--- src/rtl/serial_tx_frame_ctrl.sv ---
// Frame sequencer for the byte-wide serial TX path: fetches N_WORD words, sends them MSB-first,
// then appends the latched CRC. Define SERIAL_TX_HEADER_EN to prefix HDR_BYTE and N_WORD[7:0].
module serial_tx_frame_ctrl #(
  parameter int unsigned BYTES_PER_WORD = 2,
  parameter int unsigned N_WORD         = 8,
  parameter int unsigned DELAY_CYCLES   = 8,
  parameter logic [7:0]  HDR_BYTE       = 8'hA5
) (
  input  logic                        clk,
  input  logic                        reset,
  input  logic                        start,
  input  logic [8*BYTES_PER_WORD-1:0] data_in,
  input  logic [15:0]                 crc_16,
  input  logic                        tx_done,
  output logic [7:0]                  byte_out,
  output logic                        start_tx,
  output logic [7:0]                  data_select,
  output logic                        data_lock,
  output logic                        reset_crc,
  output logic                        ready
);

`ifdef SERIAL_TX_HEADER_EN
  localparam bit         HeaderEn  = 1'b1;
  localparam logic [7:0] WordCount = 8'(N_WORD);
`else
  localparam bit         HeaderEn  = 1'b0;
`endif
  localparam logic [7:0] LastWord  = 8'(N_WORD - 1);
  localparam logic [7:0] DelayLast = 8'(DELAY_CYCLES - 1);
  localparam logic [1:0] LastByte  = 2'(BYTES_PER_WORD - 1);

  typedef enum logic [2:0] {
    StIdle,
    StDelay,
`ifdef SERIAL_TX_HEADER_EN
    StHdr,
    StCnt,
`endif
    StData,
    StCrcHi,
    StCrcLo
  } state_e;

  state_e      state_q, state_d;
  logic [7:0]  byte_out_q, byte_out_d;
  logic        start_tx_q, start_tx_d;
  logic [7:0]  data_select_q, data_select_d;
  logic        data_lock_q, data_lock_d;
  logic        reset_crc_q, reset_crc_d;
  logic        ready_q, ready_d;
  logic [15:0] crc_q, crc_d;
  logic [7:0]  dly_cnt_q, dly_cnt_d;
  logic [1:0]  byte_idx_q, byte_idx_d;
  logic        fetch_q, fetch_d;
  logic        tx_done_q;
  logic        tx_ev;

  // Byte idx of a word, counted from the most significant byte.
  function automatic logic [7:0] pick_byte(input logic [8*BYTES_PER_WORD-1:0] w,
                                           input logic [1:0] idx);
    logic [8*BYTES_PER_WORD-1:0] sh;
    sh = w >> (8 * (BYTES_PER_WORD - 1 - 32'(idx)));
    return sh[7:0];
  endfunction

  assign tx_ev = tx_done & ~tx_done_q;

  always_comb begin
    state_d       = state_q;
    byte_out_d    = byte_out_q;
    start_tx_d    = 1'b0;
    data_select_d = data_select_q;
    data_lock_d   = 1'b0;
    reset_crc_d   = reset_crc_q;
    crc_d         = crc_q;
    dly_cnt_d     = dly_cnt_q;
    byte_idx_d    = byte_idx_q;
    fetch_d       = fetch_q;

    unique case (state_q)
      StIdle: begin
        if (start && ready_q) begin
          state_d       = StDelay;
          reset_crc_d   = 1'b0;
          data_lock_d   = 1'b1;
          data_select_d = '0;
          dly_cnt_d     = '0;
        end
      end
      StDelay: begin
        if (dly_cnt_q == DelayLast) begin
          start_tx_d = 1'b1;
          byte_idx_d = '0;
          fetch_d    = 1'b0;
          byte_out_d = HeaderEn ? HDR_BYTE : pick_byte(data_in, 2'd0);
`ifdef SERIAL_TX_HEADER_EN
          state_d    = StHdr;
`else
          state_d    = StData;
`endif
        end else begin
          dly_cnt_d = dly_cnt_q + 8'd1;
        end
      end
`ifdef SERIAL_TX_HEADER_EN
      StHdr: begin
        if (tx_ev) begin
          byte_out_d = WordCount;
          start_tx_d = 1'b1;
          state_d    = StCnt;
        end
      end
      StCnt: begin
        if (tx_ev) begin
          byte_out_d = pick_byte(data_in, 2'd0);
          start_tx_d = 1'b1;
          state_d    = StData;
        end
      end
`endif
      StData: begin
        if (fetch_q) begin
          // New word has been locked for a cycle; its first byte is now stable.
          fetch_d    = 1'b0;
          byte_idx_d = '0;
          byte_out_d = pick_byte(data_in, 2'd0);
          start_tx_d = 1'b1;
        end else if (tx_ev) begin
          if (byte_idx_q != LastByte) begin
            byte_idx_d = byte_idx_q + 2'd1;
            byte_out_d = pick_byte(data_in, byte_idx_q + 2'd1);
            start_tx_d = 1'b1;
          end else if (data_select_q == LastWord) begin
            crc_d         = crc_16;
            byte_out_d    = crc_16[15:8];
            start_tx_d    = 1'b1;
            data_select_d = '0;
            reset_crc_d   = 1'b1;
            state_d       = StCrcHi;
          end else begin
            data_select_d = data_select_q + 8'd1;
            data_lock_d   = 1'b1;
            fetch_d       = 1'b1;
          end
        end
      end
      StCrcHi: begin
        if (tx_ev) begin
          byte_out_d = crc_q[7:0];
          start_tx_d = 1'b1;
          state_d    = StCrcLo;
        end
      end
      StCrcLo: begin
        if (tx_ev) begin
          state_d = StIdle;
        end
      end
      default: state_d = StIdle;
    endcase

    ready_d = (state_d == StIdle);
  end

  always_ff @(posedge clk) begin
    if (reset) begin
      state_q       <= StIdle;
      byte_out_q    <= '0;
      start_tx_q    <= 1'b0;
      data_select_q <= '0;
      data_lock_q   <= 1'b0;
      reset_crc_q   <= 1'b1;
      ready_q       <= 1'b0;
      crc_q         <= '0;
      dly_cnt_q     <= '0;
      byte_idx_q    <= '0;
      fetch_q       <= 1'b0;
    end else begin
      state_q       <= state_d;
      byte_out_q    <= byte_out_d;
      start_tx_q    <= start_tx_d;
      data_select_q <= data_select_d;
      data_lock_q   <= data_lock_d;
      reset_crc_q   <= reset_crc_d;
      ready_q       <= ready_d;
      crc_q         <= crc_d;
      dly_cnt_q     <= dly_cnt_d;
      byte_idx_q    <= byte_idx_d;
      fetch_q       <= fetch_d;
    end
  end

  // Edge-detect history runs through reset so a level held across release is not an event.
  always_ff @(posedge clk) begin
    tx_done_q <= tx_done;
  end

  assign byte_out    = byte_out_q;
  assign start_tx    = start_tx_q;
  assign data_select = data_select_q;
  assign data_lock   = data_lock_q;
  assign reset_crc   = reset_crc_q;
  assign ready       = ready_q;

endmodule

--- config.mk ---
export PLATFORM = sky130hd
export DESIGN_NAME = serial_tx_frame_ctrl
export DESIGN_NICKNAME = d
export VERILOG_FILES = /design/src/rtl/serial_tx_frame_ctrl.sv
export SDC_FILE = /design/constraint.sdc
export NUM_CORES = 1
export LEC_CHECK = 0
export BUFFER_PORTS_ARGS = -buffer_cell sky130_fd_sc_hd__buf_4
export CORE_UTILIZATION = 45
export CTS_CLUSTER_DIAMETER = 40
export DETAILED_ROUTE_END_ITERATION = 8
export PLACE_DENSITY = 0.71
export SLEW_MARGIN = 20
export SYNTH_ARGS = -nofsm -noshare
export SYNTH_HDL_FRONTEND = slang
export SYNTH_SLANG_ARGS = --single-unit
--- constraint.sdc ---
create_clock -name clk -period 2.25 [get_ports clk]
set_clock_uncertainty 0.2 [all_clocks]
set_input_delay 0.45 -clock clk [delete_from_list [all_inputs] [get_ports clk]]
set_output_delay 0.45 -clock clk [all_outputs]
set_load 0.03 [all_outputs]
Word level (Yosys, flattened, before mapping)
Index checks and enable logic that the tools add are counted.
{"block": "op_classes", "div_mod_pow": 0, "eq_ne": 18, "n_shift": 1, "addsub": 4, "reduce_logical": 14, "n_bitwise": 4, "n_lt_le_gt_ge": 0, "mul": 0, "muxes": 50}
{"cell": "8-bit two-way mux", "n": 12}
{"cell": "8-bit one-hot mux with 2 select lines", "n": 2}
{"cell": "16-bit by 32-bit >> shifter with 8-bit output", "n": 1}
{"cell": "3-bit two-way mux", "n": 8}
{"cell": "8-bit one-hot mux with 3 select lines", "n": 1}
{"cell": "1-bit two-way mux", "n": 17}
{"cell": "8-bit by 1-bit adder with 8-bit output (second input constant)", "n": 2}
{"cell": "8-bit by 3-bit == test with 1-bit output (second input constant)", "n": 2}
{"cell": "2-bit inequality test (second input constant)", "n": 8}
{"cell": "3-bit one-hot mux with 5 select lines", "n": 1}
{"cell": "5-bit AND reduction", "n": 3}
{"cell": "2-bit two-way mux", "n": 4}
{"cell": "3-bit by 2-bit == test with 1-bit output (second input constant)", "n": 2}
{"cell": "3-bit zero test", "n": 2}
{"cell": "3-bit inequality test (second input constant)", "n": 2}
{"cell": "1-bit one-hot mux with 2 select lines", "n": 3}
{"cell": "6-bit AND reduction", "n": 1}
{"cell": "2-bit nonzero test", "n": 3}
{"cell": "4-bit inequality test (second input constant)", "n": 1}
{"cell": "2-bit one-hot mux with 2 select lines", "n": 1}
{"cell": "4-bit AND reduction", "n": 1}
{"cell": "3-bit by 1-bit == test with 1-bit output (second input constant)", "n": 1}
{"cell": "3-bit == test (second input constant)", "n": 1}
{"cell": "1-bit NOT", "n": 3}
{"cell": "other kinds (9)", "n": 9}
{"block": "totals", "mem_bits_rw": 0, "inputBits": 36, "output_inout_bits": 20, "regBits": 43, "wordCells": 103, "memories": 0, "latchBits": 0, "mem_bits_ro": 0}

Depth between registers and ports, before layout
{"block": "depth", "ltp_word": 7, "mapped_depth": 7, "depth_no_buf": 6}

Least setup slack after synthesis
Ideal clock, no wire load.
{"block": "synth_path", "kind": "reg2reg", "from": "register data_select_q[6] (netlist: data_select[6])", "to": "register start_tx_q (netlist: start_tx)", "setup_time_ps": 88, "arrival_ps": 2100, "synth_period_minus_slack_ps": 2387, "n_path_buf": 2, "path_stages_with_launch": 7, "required_ps": 1962, "path_slack_ps": -137, "path_cell_list": "dfxtp_1 or4_4 or3_1 buf_2 a221o_1 buf_6 nor4_4"}
{"block": "synth_between", "elab_chain_len": 6}
{"element": "start, declared", "line_no": "48", "source": "logic [7:0] data_select_q, data_select_d;"}
{"element": "start signal, assigned", "line_no": "183", "source": "data_select_q <= data_select_d;"}
{"element": "8-bit by 3-bit == test with 1-bit output", "line_no": "134", "source": "end else if (data_select_q == LastWord) begin"}
{"element": "1-bit two-way mux", "line_no": "134"}
{"element": "1-bit two-way mux", "line_no": "130", "source": "if (byte_idx_q != LastByte) begin"}
{"element": "1-bit two-way mux", "line_no": "129", "source": "end else if (tx_ev) begin"}
{"element": "1-bit two-way mux", "line_no": "123", "source": "if (fetch_q) begin"}
{"element": "1-bit one-hot mux with 3 select lines", "line_no": "81", "source": "unique case (state_q)"}
{"element": "end signal, assigned", "line_no": "182", "source": "start_tx_q <= start_tx_d;"}
{"element": "end, declared", "line_no": "47", "source": "logic start_tx_q, start_tx_d;"}
Every way passes these cells.
A chain may end at the register's enable or synchronous reset.

Final worst setup path
{"block": "layout_path", "from": "register data_select_q[7] (netlist: data_select[7])", "to": "register byte_out_q[5] (netlist: byte_out[5])"}
{"block": "layout_between", "elab_chain_len": 3}
{"element": "8-bit by 3-bit == test with 1-bit output", "line_no": "134"}
{"element": "4-bit inequality test (no line)"}
{"element": "5-bit AND reduction (no line)"}
{"element": "end signal, assigned", "line_no": "181", "source": "byte_out_q <= byte_out_d;"}
{"element": "end, declared", "line_no": "46", "source": "logic [7:0] byte_out_q, byte_out_d;"}
Every way passes these cells.

==> results.sh <==
export IMPL_die_x_um=77.1
export IMPL_leakagePower_uw=0.00129
export IMPL_setup_ws_ps=-4.14
export IMPL_end_kind="register"
export IMPL_post_dp_hpwl_um=4910
export IMPL_drtIter0Drc=197
export IMPL_final_common_cell="buf_4"
export IMPL_fmax_mhz=444
export IMPL_finalCriticalPeriod_ps=2250
export IMPL_layout_drive_gt1_share_pct=29.2
export IMPL_period_share_pct=100
export IMPL_relSlewSlack_pct=50.8
export IMPL_antenna_cells=0
export IMPL_cts_tree="yes"
export IMPL_stdcell_area_um2=3260
export IMPL_hold_viol=0
export IMPL_gr_total_overflow=0
export IMPL_worst_setup_path_type="reg2reg"
export IMPL_ios=56
export IMPL_syn_inst=310
export IMPL_dieHeight_um=77.1
export IMPL_critPathLaunchType="register"
export IMPL_maxSlewViolCount=0
export IMPL_finalWeightedCongestion=0.828
export IMPL_peakVddDrop_mv=0.344
export IMPL_dr_pass1_iters=4
export IMPL_cts_buffers=5
export IMPL_syn2layout_area_growth_pct=28.2
export IMPL_final_core_util_pct=61.8
export IMPL_clockBufferDepth=2
export IMPL_synth_ff_type="dfxtp_1"
export IMPL_drc=0
export IMPL_ctsRootBufferMaster="clkbuf_8"
export IMPL_die_area_um2=5950
export IMPL_place_area_um2=3140
export IMPL_ys_warn_count=0
export IMPL_grt_antenna_before_repair=0
export IMPL_fp_row_count=26
export IMPL_setup_viol=1
export IMPL_grt_max_degree=54
export IMPL_seq_area_frac_synth_pct=33.9
export IMPL_synthArstFlopShare_pct=0
export IMPL_rsz0062_at_grt="true"
export IMPL_clock_sinks=43
export IMPL_cp_arrival_ps=2270
export IMPL_layout_common_cells="80 x buf_4, 38 x dfxtp_1, 30 x a21oi_1"
export IMPL_portBuffers=55
export IMPL_syn_nets=349
export IMPL_cp_required_ps=2270
export IMPL_placedCellCount=433
export IMPL_place_ws_ps=16.3
export IMPL_clk_latency_ps=290
export IMPL_drv_cap=0
export IMPL_start_util_pct=48.2
export IMPL_critPathMaxFanout=9
export IMPL_status="finished, violations left"
export IMPL_grt_pass1_vias=2500
export IMPL_syn_avg_cell_area_um2=8.20
export IMPL_power_density_nw_per_um2=470
export IMPL_route_antenna_remaining_nets=0
export IMPL_instances_no_fill=440
export IMPL_vias=2548
export IMPL_synth_ff_latch_count=43
export IMPL_wl_per_cell_um=15.5
export IMPL_clkSlewWorstSetupHoldPaths_ps=80
export IMPL_violations="setup timing"
export IMPL_vias_per_cell=5.79
export IMPL_track_usage_pct=24.5
export IMPL_nNetsFinal=409
export IMPL_coreArea_um2=5270
export IMPL_ys_types=52
export IMPL_grt_pass1_wl_um=11600
export IMPL_synth_edff_count=0
export IMPL_worst_pin_slew_ps=738
export IMPL_syn_area_um2=2540
export IMPL_cts_max_level=2
export IMPL_drt_wl_total_um=6830
export IMPL_hold_class="in2reg"
state kept, by name (all words and copies together), names as in the netlist:
signal,count
tx_done_q,1
fetch_q,1
data_select,8
state_q,3
data_lock,1
byte_out,8
dly_cnt_q,8
crc_q,8
ready,1
start_tx,1
byte_idx_q,2
reset_crc,1
cells in the mapped netlist (6+ instances only):
library cell	n	area share, %
o31ai_1	7	2.1
nand3_1	18	3.5
a211oi_1	9	2.7
dfxtp_1	43	34
nand2_1	15	2.2
a21oi_1	30	5.9
nor2_1	9	1.3
or4_1	6	1.8
mux2i_1	8	3.2
inv_1	17	2.5
or3b_2	9	3.1
nor4bb_1	9	3.5
a221o_1	9	3.5
clkbuf_1	22	3.2
nand2b_1	14	3.4
o21ai_0	17	3.3
routing by layer:
metal | GRT usage [%] | routed length [µm] | vias up
met5 | 0 | 0 | -
met4 | 9.81 | 83 | 0
met3 | 3.93 | 342 | 6
met2 | 39.9 | 3280 | 68
met1 | 32.1 | 3120 | 1195
li1 | - | - | 1279
path summary, 6_finish.rpt:
check                                            startpoint  slack (ps)  cells after the start                       end
worst max-delay path            data_select[7]$_SDFFE_PP0P_          -4                      5  byte_out[5]$_SDFFE_PP0P_
worst min-delay path                                tx_done          70                      1         tx_done_q$_DFF_P_
worst max register to register  data_select[7]$_SDFFE_PP0P_          -4                      5  byte_out[5]$_SDFFE_PP0P_
worst min register to register     byte_out[0]$_SDFFE_PP0P_         280                      2  byte_out[0]$_SDFFE_PP0P_
through the flow:
stage | hold WS (ps) | total power (µW) | setup TNS, ps
after floorplan | 249 | 885 | -350
after global placement | 265 | 965 | 0
after detailed placement | 268 | 968 | 0
after CTS | 61.3 | 1550 | -5.36
after global routing | 63.9 | 1600 | -186
final | 73.8 | 1530 | -4.14
report_power, final:
part | switching (µW) | internal (µW) | leakage (µW)
registers | 5.58 | 766 | 0.000351
clock network | 256 | 325 | 0.0000513
logic | 87.9 | 91.8 | 0.000886
total | 349 | 1180 | 0.00129
critical path: stages, from the launching register on:
cell	delay (ps)
dfxtp_4	340
or4_4	540
or3_4	390
a221o_1	360
buf_12	160
mux2i_1	170
what timing repair did:
action                     4_1_cts  5_1_grt
setup endpoints to repair        1       13
hold buffers                     0        0
buffers inserted                 0        0
gates resized for setup          1        1
kinds of logic (layout without fill, tap and decap cells):
group           count (synthesis)  count (layout)  share of synthesized area [%]
fa+ha+maj                       3               3                           1.48
xor+xnor                        1               1                          0.345
simple gates                  112             112                           28.5
mux                             8               8                           3.15
flops                          43              43                           33.9
compound gates                 98              98                           25.6
buf+inv                        45             105                           7.09
final cells by class:
class / instances / area (µm²)
clock inverters: 1 / 30.0
repair buffers: 81 / 621
fillers: 473 / 2010
multi-input cells: 222 / 1510
clock buffers: 6 / 72.6
well taps: 70 / 87.6
inverters: 17 / 63.8
flip-flops and latches: 43 / 872
Power figures use the tool's default switching activity.
